===== config.mk =====
export PLATFORM = sky130hd
export DESIGN_NAME = pm_min_sched
export DESIGN_NICKNAME = d
export VERILOG_FILES = /design/src/rtl/pm_min_sched_pkg.sv /design/src/rtl/pm_min_sched_mod_cmp.sv /design/src/rtl/pm_min_sched.sv
export SDC_FILE = /design/constraint.sdc
export NUM_CORES = 1
export LEC_CHECK = 0
export BUFFER_PORTS_ARGS = -buffer_cell sky130_fd_sc_hd__buf_2
export CORE_AREA = 10 10 203 205
export CTS_CLUSTER_SIZE = 24
export DETAILED_ROUTE_END_ITERATION = 16
export DIE_AREA = 0 0 213 215
export PLACE_DENSITY = 0.64
export SETUP_SLACK_MARGIN = 0.05
export SYNTH_ARGS = -nofsm -noshare
export SYNTH_HDL_FRONTEND = slang
export SYNTH_SLANG_ARGS = --single-unit

===== constraint.sdc =====
create_clock -name clk -period 3.3 [get_ports clk]
set_input_delay 0.165 -clock clk [delete_from_list [all_inputs] [get_ports clk]]
set_output_delay 0.165 -clock clk [all_outputs]
set_load 0.005 [all_outputs]

===== src/rtl/pm_min_sched_pkg.sv =====
// Shared widths, FSM encoding and the modulo path-metric compare rule
// for the minimum-path-metric search sequencer.
package pm_min_sched_pkg;

  localparam int SM_W   = 8;   // path-metric width, MSB is the wrap bit
  localparam int IDX_W  = 6;   // global state index width (64 states)
  localparam int U      = 1;   // slice-select width
  localparam int N_LANE = 32;  // metrics per slice

  typedef enum logic [2:0] {
    IDLE = 3'd0,
    REQ  = 3'd1,
    SEL  = 3'd2,
    CAP  = 3'd3,
    DONE = 3'd4
  } state_t;

  // True when metric a is modulo-smaller than b; an exact tie returns 0 so
  // the later operand wins, matching the selector tree.
  function automatic logic pm_lt(input logic [SM_W-1:0] a, input logic [SM_W-1:0] b);
    return a[SM_W-1] ^ b[SM_W-1] ^ (a[SM_W-2:0] < b[SM_W-2:0]);
  endfunction

endpackage


===== src/rtl/pm_min_sched_mod_cmp.sv =====
// pm_mod_cmp: combinational two-input modulo compare. Operand a is the
// running best, operand b the newer candidate; b wins ties.
module pm_mod_cmp
  import pm_min_sched_pkg::*;
(
  input  logic [SM_W-1:0]  a_value,
  input  logic [IDX_W-1:0] a_index,
  input  logic [SM_W-1:0]  b_value,
  input  logic [IDX_W-1:0] b_index,
  output logic [SM_W-1:0]  win_value,
  output logic [IDX_W-1:0] win_index
);

  logic keep_a;

  // Pick the modulo-smaller metric together with its state index.
  always_comb begin
    keep_a    = pm_lt(a_value, b_value);
    win_value = keep_a ? a_value : b_value;
    win_index = keep_a ? a_index : b_index;
  end

endmodule


===== src/rtl/pm_min_sched.sv =====
// pm_min_sched: sequences the 32-way minimum selector tree over the PM
// slices, merges the per-slice minima with the modulo rule and reports
// the global best state. Optional macro PM_NORM_EN adds the metric
// normalisation hint outputs norm_vld / norm_value.
module pm_min_sched
  import pm_min_sched_pkg::*;
#(
  parameter int N_SLICE = 2,
  parameter int SEL_LAT = 1
`ifdef PM_NORM_EN
  ,
  parameter logic [SM_W-1:0] NORM_TH = 8'd64
`endif
) (
  input  logic                     clk,
  input  logic                     rst_n,
  input  logic                     start,
  input  logic                     abort,
  output logic                     busy,
  output logic                     pm_rd_req,
  output logic [U-1:0]             pm_rd_slice,
  input  logic                     pm_rd_ack,
  input  logic [N_LANE*SM_W-1:0]   pm_rd_data,
  output logic                     sel_en,
  output logic [U-1:0]             sel_slice,
  output logic [N_LANE*SM_W-1:0]   sel_array,
  input  logic [IDX_W-1:0]         sel_index,
  input  logic [SM_W-1:0]          sel_value,
  output logic                     done,
  output logic [IDX_W-1:0]         best_index,
  output logic [SM_W-1:0]          best_value
`ifdef PM_NORM_EN
  ,
  output logic                     norm_vld,
  output logic [SM_W-1:0]          norm_value
`endif
);

  localparam logic [U-1:0] LAST_SLICE = U'(N_SLICE - 1);
  localparam logic [3:0]   LAT_LD     = 4'(SEL_LAT);

  state_t           state, state_nx;
  logic [U-1:0]     slice;
  logic [3:0]       wait_cnt;
  logic [SM_W-1:0]  run_value;
  logic [IDX_W-1:0] run_index;
  logic [SM_W-1:0]  mrg_value;
  logic [IDX_W-1:0] mrg_index;
  logic [SM_W-1:0]  cap_value;
  logic [IDX_W-1:0] cap_index;
  logic             rd_accept;

  pm_mod_cmp u_merge (
    .a_value   (run_value),
    .a_index   (run_index),
    .b_value   (sel_value),
    .b_index   (sel_index),
    .win_value (mrg_value),
    .win_index (mrg_index)
  );

  // Slice 0 seeds the running best; later slices go through the merge.
  always_comb begin
    cap_value = (slice == '0) ? sel_value : mrg_value;
    cap_index = (slice == '0) ? sel_index : mrg_index;
    rd_accept = (state == REQ) && (state_nx == SEL);
  end

  // Next-state and Moore outputs; abort overrides every non-idle transition.
  always_comb begin
    state_nx    = state;
    busy        = 1'b1;
    pm_rd_req   = 1'b0;
    pm_rd_slice = '0;
    sel_en      = 1'b0;
    sel_slice   = '0;
    done        = 1'b0;
    unique case (state)
      IDLE: begin
        busy = 1'b0;
        if (start && !abort) state_nx = REQ;
      end
      REQ: begin
        pm_rd_req   = 1'b1;
        pm_rd_slice = slice;
        if (pm_rd_ack) state_nx = SEL;
      end
      SEL: begin
        sel_en    = 1'b1;
        sel_slice = slice;
        if (wait_cnt <= 4'd1) state_nx = CAP;
      end
      CAP: begin
        sel_en    = 1'b1;
        sel_slice = slice;
        state_nx  = (slice == LAST_SLICE) ? DONE : REQ;
      end
      DONE: begin
        done     = 1'b1;
        state_nx = IDLE;
      end
      default: state_nx = IDLE;
    endcase
    if (abort && (state != IDLE)) state_nx = IDLE;
  end

  // State register.
  always_ff @(posedge clk or negedge rst_n) begin
    if (!rst_n) state <= IDLE;
    else        state <= state_nx;
  end

  // Slice counter restarts whenever the search ends; wait counter times the tree.
  always_ff @(posedge clk or negedge rst_n) begin
    if (!rst_n) begin
      slice    <= '0;
      wait_cnt <= '0;
    end else begin
      if (state_nx == IDLE)                      slice <= '0;
      else if ((state == CAP) && (state_nx == REQ)) slice <= slice + U'(1);
      if (rd_accept)                             wait_cnt <= LAT_LD;
      else if ((state == SEL) && (wait_cnt != '0)) wait_cnt <= wait_cnt - 4'd1;
    end
  end

  // p0: slice data capture, held steady for the tree outside accept cycles.
  always_ff @(posedge clk or negedge rst_n) begin
    if (!rst_n)         sel_array <= '0;
    else if (rd_accept) sel_array <= pm_rd_data;
  end

  // p1: running best across slices, only meaningful inside a search.
  always_ff @(posedge clk) begin
    if (state == CAP) begin
      run_value <= cap_value;
      run_index <= cap_index;
    end
  end

  // p2: published result loads as the FSM enters DONE so it is valid with done.
  always_ff @(posedge clk or negedge rst_n) begin
    if (!rst_n) begin
      best_value <= '0;
      best_index <= '0;
    end else if ((state == CAP) && (state_nx == DONE)) begin
      best_value <= cap_value;
      best_index <= cap_index;
    end
  end

`ifdef PM_NORM_EN
  // Normalisation hint on the wrap-stripped winning metric, DONE cycle only.
  always_comb begin
    norm_vld   = 1'b0;
    norm_value = '0;
    if (state == DONE) begin
      norm_vld   = ({1'b0, best_value[SM_W-2:0]} >= NORM_TH);
      norm_value = {1'b0, best_value[SM_W-2:0]};
    end
  end
`endif

endmodule


Word-level counts from Yosys, hierarchy flattened:

Index checks and enable logic that the tools add are counted.
W data, S select, Z words.

* register bits after elaboration: 292
* input bits: 275

* equality and inequality tests: 7
* reduce and logical (&&, ||, !) cells: 14
* add/subtract/negate cells: 2
* multiplexer cells: 20
* magnitude comparators: 2
* bitwise logic cells: 2

Operators by type and width (count)
* $mux W8: 2
* $mux W3: 5
* $mux W6: 2
* $pmux W3 S4: 1
* $eq A3 B2 Y1 const B: 3
* $mux W1: 8
* $mux W4: 2
* $lt A7 B7 Y1: 1
* $eq A3 B1 Y1 const B: 2
* $eq A3 B3 Y1 const B: 2
* $logic_and A1 B1 Y1: 6
* $logic_not A3 Y1: 2
* $le A4 B1 Y1 const B: 1
* $reduce_bool A2 Y1: 2
* $reduce_bool A4 Y1: 1
* $sub A4 B1 Y4 const B: 1
* $reduce_bool A3 Y1: 1
* $reduce_or A2 Y1: 1
* $xor A1 B1 Y1: 2
* $add A1 B1 Y1 const B: 1
* $logic_not A1 Y1: 1

Logic depth before layout (Yosys ltp):

* word-level depth: 9
* depth in mapped cells: 10

Hierarchy:

A second synthesis with hierarchy kept.

* cell total of the unflattened synthesis: 696
* area, all modules: 11817.6 um^2

By module, submodules not included
* pm_min_sched: instances 1, area an instance 11422.2 um^2, cells each 656, seq. area each 7377.1 um^2
* pm_mod_cmp: instances 1, area an instance 395.4 um^2, cells each 40, seq. area each 0.0 um^2

Worst setup path after synthesis:

Ideal clock, no wire load.

* path kind: register to register
* start: register run_value[6]
* end: register run_index[1] (data pin)
* period minus slack after synthesis: 2258 ps
* cell stages (with the launch flop): 9
* data arrival time: 1998 ps
* required time: 3040 ps
* path slack: 1042 ps
* cell sequence: edfxtp_1 -> ha_1 -> and4_1 -> o21ai_0 -> o221ai_2 -> xnor2_1 -> and2_4 -> buf_2 -> mux2_2

* longest elaborated chain between the ends: 4

Ends and longest elaborated chain
* start: declaration: line pm_min_sched.sv:45 `logic [SM_W-1:0] run_value;`
* start signal: assignment: line pm_min_sched.sv:135 `run_value <= cap_value;`
* $lt A7 B7 Y1: line pm_min_sched_pkg.sv:21 `return a[SM_W-1] ^ b[SM_W-1] ^ (a[SM_W-2:0] < b[SM_W-2:0]);`
* $xor A1 B1 Y1: line pm_min_sched_pkg.sv:21
* $mux W6: line pm_min_sched_mod_cmp.sv:20 `win_index = keep_a ? a_index : b_index;`
* $mux W6: line pm_min_sched.sv:65 `cap_index = (slice == '0) ? sel_index : mrg_index;`
* net cap_index[1]: line pm_min_sched.sv:50 `logic [IDX_W-1:0] cap_index;`
* end signal: assignment: line pm_min_sched.sv:136 `run_index <= cap_index;`
* end: declaration: line pm_min_sched.sv:46 `logic [IDX_W-1:0] run_index;`

The timed path passes the listed nets, and every way through them passes these cells.
A chain may end at the register's enable or synchronous reset.

Worst setup path in the final report:

* start: register state[0]
* end: register sel_array[202]

* longest elaborated chain between the ends: 5
* elaborated cells between the ends (all ways): 13

Ends and longest elaborated chain
* start: declaration: line pm_min_sched.sv:42 `state_t state, state_nx;`
* start signal: assignment: line pm_min_sched.sv:110 `else state <= state_nx;`
* $eq A3 B2 Y1, or another cell as far along: line pm_min_sched.sv:78 `unique case (state)`
* $pmux W3 S4 / $logic_and A1 B1 Y1 (equally long branches): line pm_min_sched.sv:78, pm_min_sched.sv:104
* $mux W3: line pm_min_sched.sv:104 `if (abort && (state != IDLE)) state_nx = IDLE;`
* $eq A3 B2 Y1: line pm_min_sched.sv:66 `rd_accept = (state == REQ) && (state_nx == SEL);`
* $logic_and A1 B1 Y1 (*): line pm_min_sched.sv:66
* end signal: assignment: line pm_min_sched.sv:129 `else if (rd_accept) sel_array <= pm_rd_data;`
* end: declaration: line pm_min_sched.sv:26 `output logic [N_LANE*SM_W-1:0] sel_array,`

Every way passes the cells marked *; elsewhere a longest branch is shown, timed or not.

==> impl_metrics.tcl <==
set metrics [dict create \
    status "complete, no violations" \
    finalMaxSlewViolations 0 \
    die_h_um 215 \
    start_util_pct 33.4 \
    die_area_um2 45800 \
    antenna_found_initial 6 \
    placementRows 71 \
    route.detailed.drc 0 \
    post_cts_buffers 0 \
    start_kind "flip-flop" \
    core_um2 37200 \
    rsz0062_at_grt "false" \
    final_cell_mix "buf_2, dfrtp_1, dlygate4sd3_1" \
    dr.pass1.iters 4 \
    setup_violations 0 \
    first_iter_violations 557 \
    worstPathArrival_ps 2820 \
    cts_made_buffers 34 \
    powerDensity_nw_per_um2 803 \
    finalWorstPathRequiredPeriod_ps 2430 \
    grt.overflow.total 0 \
    hold_class "input port to flip-flop" \
    peakVddDrop_v 0.000446 \
    syn_area_um2 12400 \
    worst-path-max-fanout 36 \
    worstPathCellList "nor2b_1, nor2b_1, and2_4, buf_12, buf_12, mux2_1" \
    tns_ps 0 \
    yosysUniqueCellTypes 39 \
    ys_ff_latch 292 \
    num_vias 9371 \
    critPathKind "flip-flop to flip-flop" \
    placed_cell_area_um2 15500 \
    cts_hold_buf 272 \
    max_freq_mhz 411 \
    wirelength_um 44000 \
    grt_pass1_wl_um 66700 \
    final-hold-violation-count 0 \
    total_power_mw 15.5 \
    nNetsFinal 1839 \
    gp_congestion 0.841 \
    drt-vias-per-instance 4.55 \
    max_cap_violations 0 \
    critPathCaptureType "flip-flop" \
    worstReg2RegStart "state[0]$_DFF_PN0_" \
    area_growth_syn_to_layout_pct 55.8 \
    slowest_stage "dfrtp_1" \
    ant_nets 0 \
    cts_sinks 292 \
    max-clock-path-buffers 3 \
    startpoint "state[0]$_DFF_PN0_" \
    io_buffers 550 \
    syn_avg_cell_area_um2 17.4 \
    p_leak_nw 9.81 \
    tightest_slew_ps 730 \
    finalClockSkew_ps 14.4 \
    ios 551 \
    cpPeakStageDelay_ps 490 \
    path_clk_slew_ps 60 \
    cts_resized 0 \
    clockRootBuffer "clkbuf_16" \
    setup_ws_ps 869 \
    seq_area_frac_synth_pct 59.4 \
    htreeDepth 2 \
    final_cell_area_um2 19400 \
    dpl.hpwl_um 29700 \
    grt_max_degree 93 \
    yosys_warnings 0 \
    tritoncts "done" \
    worstPathRequired_ps 3690 \
    layout_commonest_cell "buf_2" \
    maxSlewHeadroom_pct 51.3 \
    grt_pass1_vias 10682 \
    die_w_um 213 \
    synthCells 712 \
    period_share_pct 73.7 \
    post_drt_wl_per_cell_um 21.4 \
    syn-num-nets 996 \
    layout-drive-gt1-share_pct 56.5 \
    hold_path.startpoint "pm_rd_ack" \
    dp_slack_ps 920 \
    track_usage_pct 18.6 \
    clock_latency_ps 530 \
]
[synthesized netlist by cell type]
master / n / area [µm²]
a211oi_1: 2 / 15.0
a211oi_2: 1 / 12.5
a21oi_1: 15 / 75.1
a221oi_1: 1 / 8.76
a22o_1: 1 / 8.76
and2_1: 2 / 12.5
and2_4: 2 / 17.5
and4_1: 1 / 8.76
buf_12: 22 / 440
buf_2: 4 / 20.0
buf_4: 8 / 60.1
buf_6: 1 / 11.3
buf_8: 1 / 15.0
clkbuf_1: 1 / 3.75
dfrtp_1: 278 / 6960
edfxtp_1: 14 / 420
ha_1: 9 / 113
inv_1: 10 / 37.5
mux2_1: 6 / 67.6
mux2_2: 69 / 777
mux2_4: 191 / 2870
mux2i_1: 14 / 140
nand2_1: 6 / 22.5
nand2b_1: 3 / 18.8
nand3_1: 6 / 30.0
nor2_1: 17 / 63.8
nor2b_1: 2 / 12.5
nor3_1: 3 / 15.0
nor3_4: 1 / 16.3
nor3b_1: 1 / 7.51
nor3b_2: 1 / 12.5
nor4_1: 1 / 6.26
o21a_1: 1 / 7.51
o21ai_0: 8 / 40.0
o21bai_1: 1 / 7.51
o221ai_2: 1 / 15.0
or3_1: 1 / 6.26
xnor2_1: 3 / 26.3
xor2_1: 3 / 26.3
[registers in the layout, summed over array words and instances, names as in the netlist]
register    cells
slice           1
run_value       8
state           3
run_index       6
wait_cnt        4
sel_array     256
best_value      8
best_index      6
[metrics by stage]
| stage | hold WS [ps] | instances | utilization [%] |
|---|---|---|---|
| 2_1_floorplan | -131 | 712 | - |
| 3_3_place_gp | 244 | 1721 | 41.6 |
| 3_5_place_dp | 251 | 1721 | 41.6 |
| 4_1_cts | 17.4 | 2053 | 52.0 |
| 5_1_grt | 32.3 | 2058 | 52.0 |
| 6_report | 52.7 | 2059 | 52.0 |
[power breakdown]
part	total, mW	switching [mW]	internal (mW)
sequential	6.25	1.01	5.24
combinational	5.53	2.15	3.37
clock	3.77	1.50	2.27
[path summary, 6_finish.rpt]
path	to	slack, ps	cells after the start
worst max register to register	sel_array[202]$_DFFE_PN0P_	870	6
worst min-delay path	state[1]$_DFF_PN0_	50	4
min in group asynchronous	sel_array[198]$_DFFE_PN0P_	290	2
max in group asynchronous	sel_array[79]$_DFFE_PN0P_	2150	3
worst min register to register	sel_array[205]$_DFFE_PN0P_	480	1
worst max-delay path	sel_array[202]$_DFFE_PN0P_	870	6
[metal layers]
layer | vias to the layer above | part of all wire, % | global-route usage, %
li1 | 4203 | - | -
met1 | 4630 | 38 | 20.9
met2 | 433 | 49 | 31.0
met3 | 103 | 8.8 | 6.39
met4 | 2 | 4.7 | 8.76
met5 | - | 0.030 | 0
[cell families after synthesis]
| logic type | synth area share [%] |
|---|---|
| simple gates | 2.01 |
| buf+inv | 4.73 |
| mux | 31.0 |
| compound gates | 1.53 |
| flops | 59.4 |
| fa+ha+maj | 0.906 |
| xor+xnor | 0.423 |
[critical path, delay by kind of cell (launching register included)]
kind | cells | cell delay, ps
multiplexers | 1 | 370
buffers and inverters | 2 | 530
AND/OR/NAND/NOR | 3 | 890
flip-flops | 1 | 490
[layout make-up]
class	count	area (µm²)
Antenna cell	6	15.0
Clock buffer	51	1050
Clock inverter	9	73.8
Fill cell	2969	17900
Inverter	10	37.5
Multi-Input combinational cell	373	4470
Sequential cell	292	7380
Tap cell	474	593
Timing Repair Buffer	844	5750
Power figures use the tool's default switching activity.
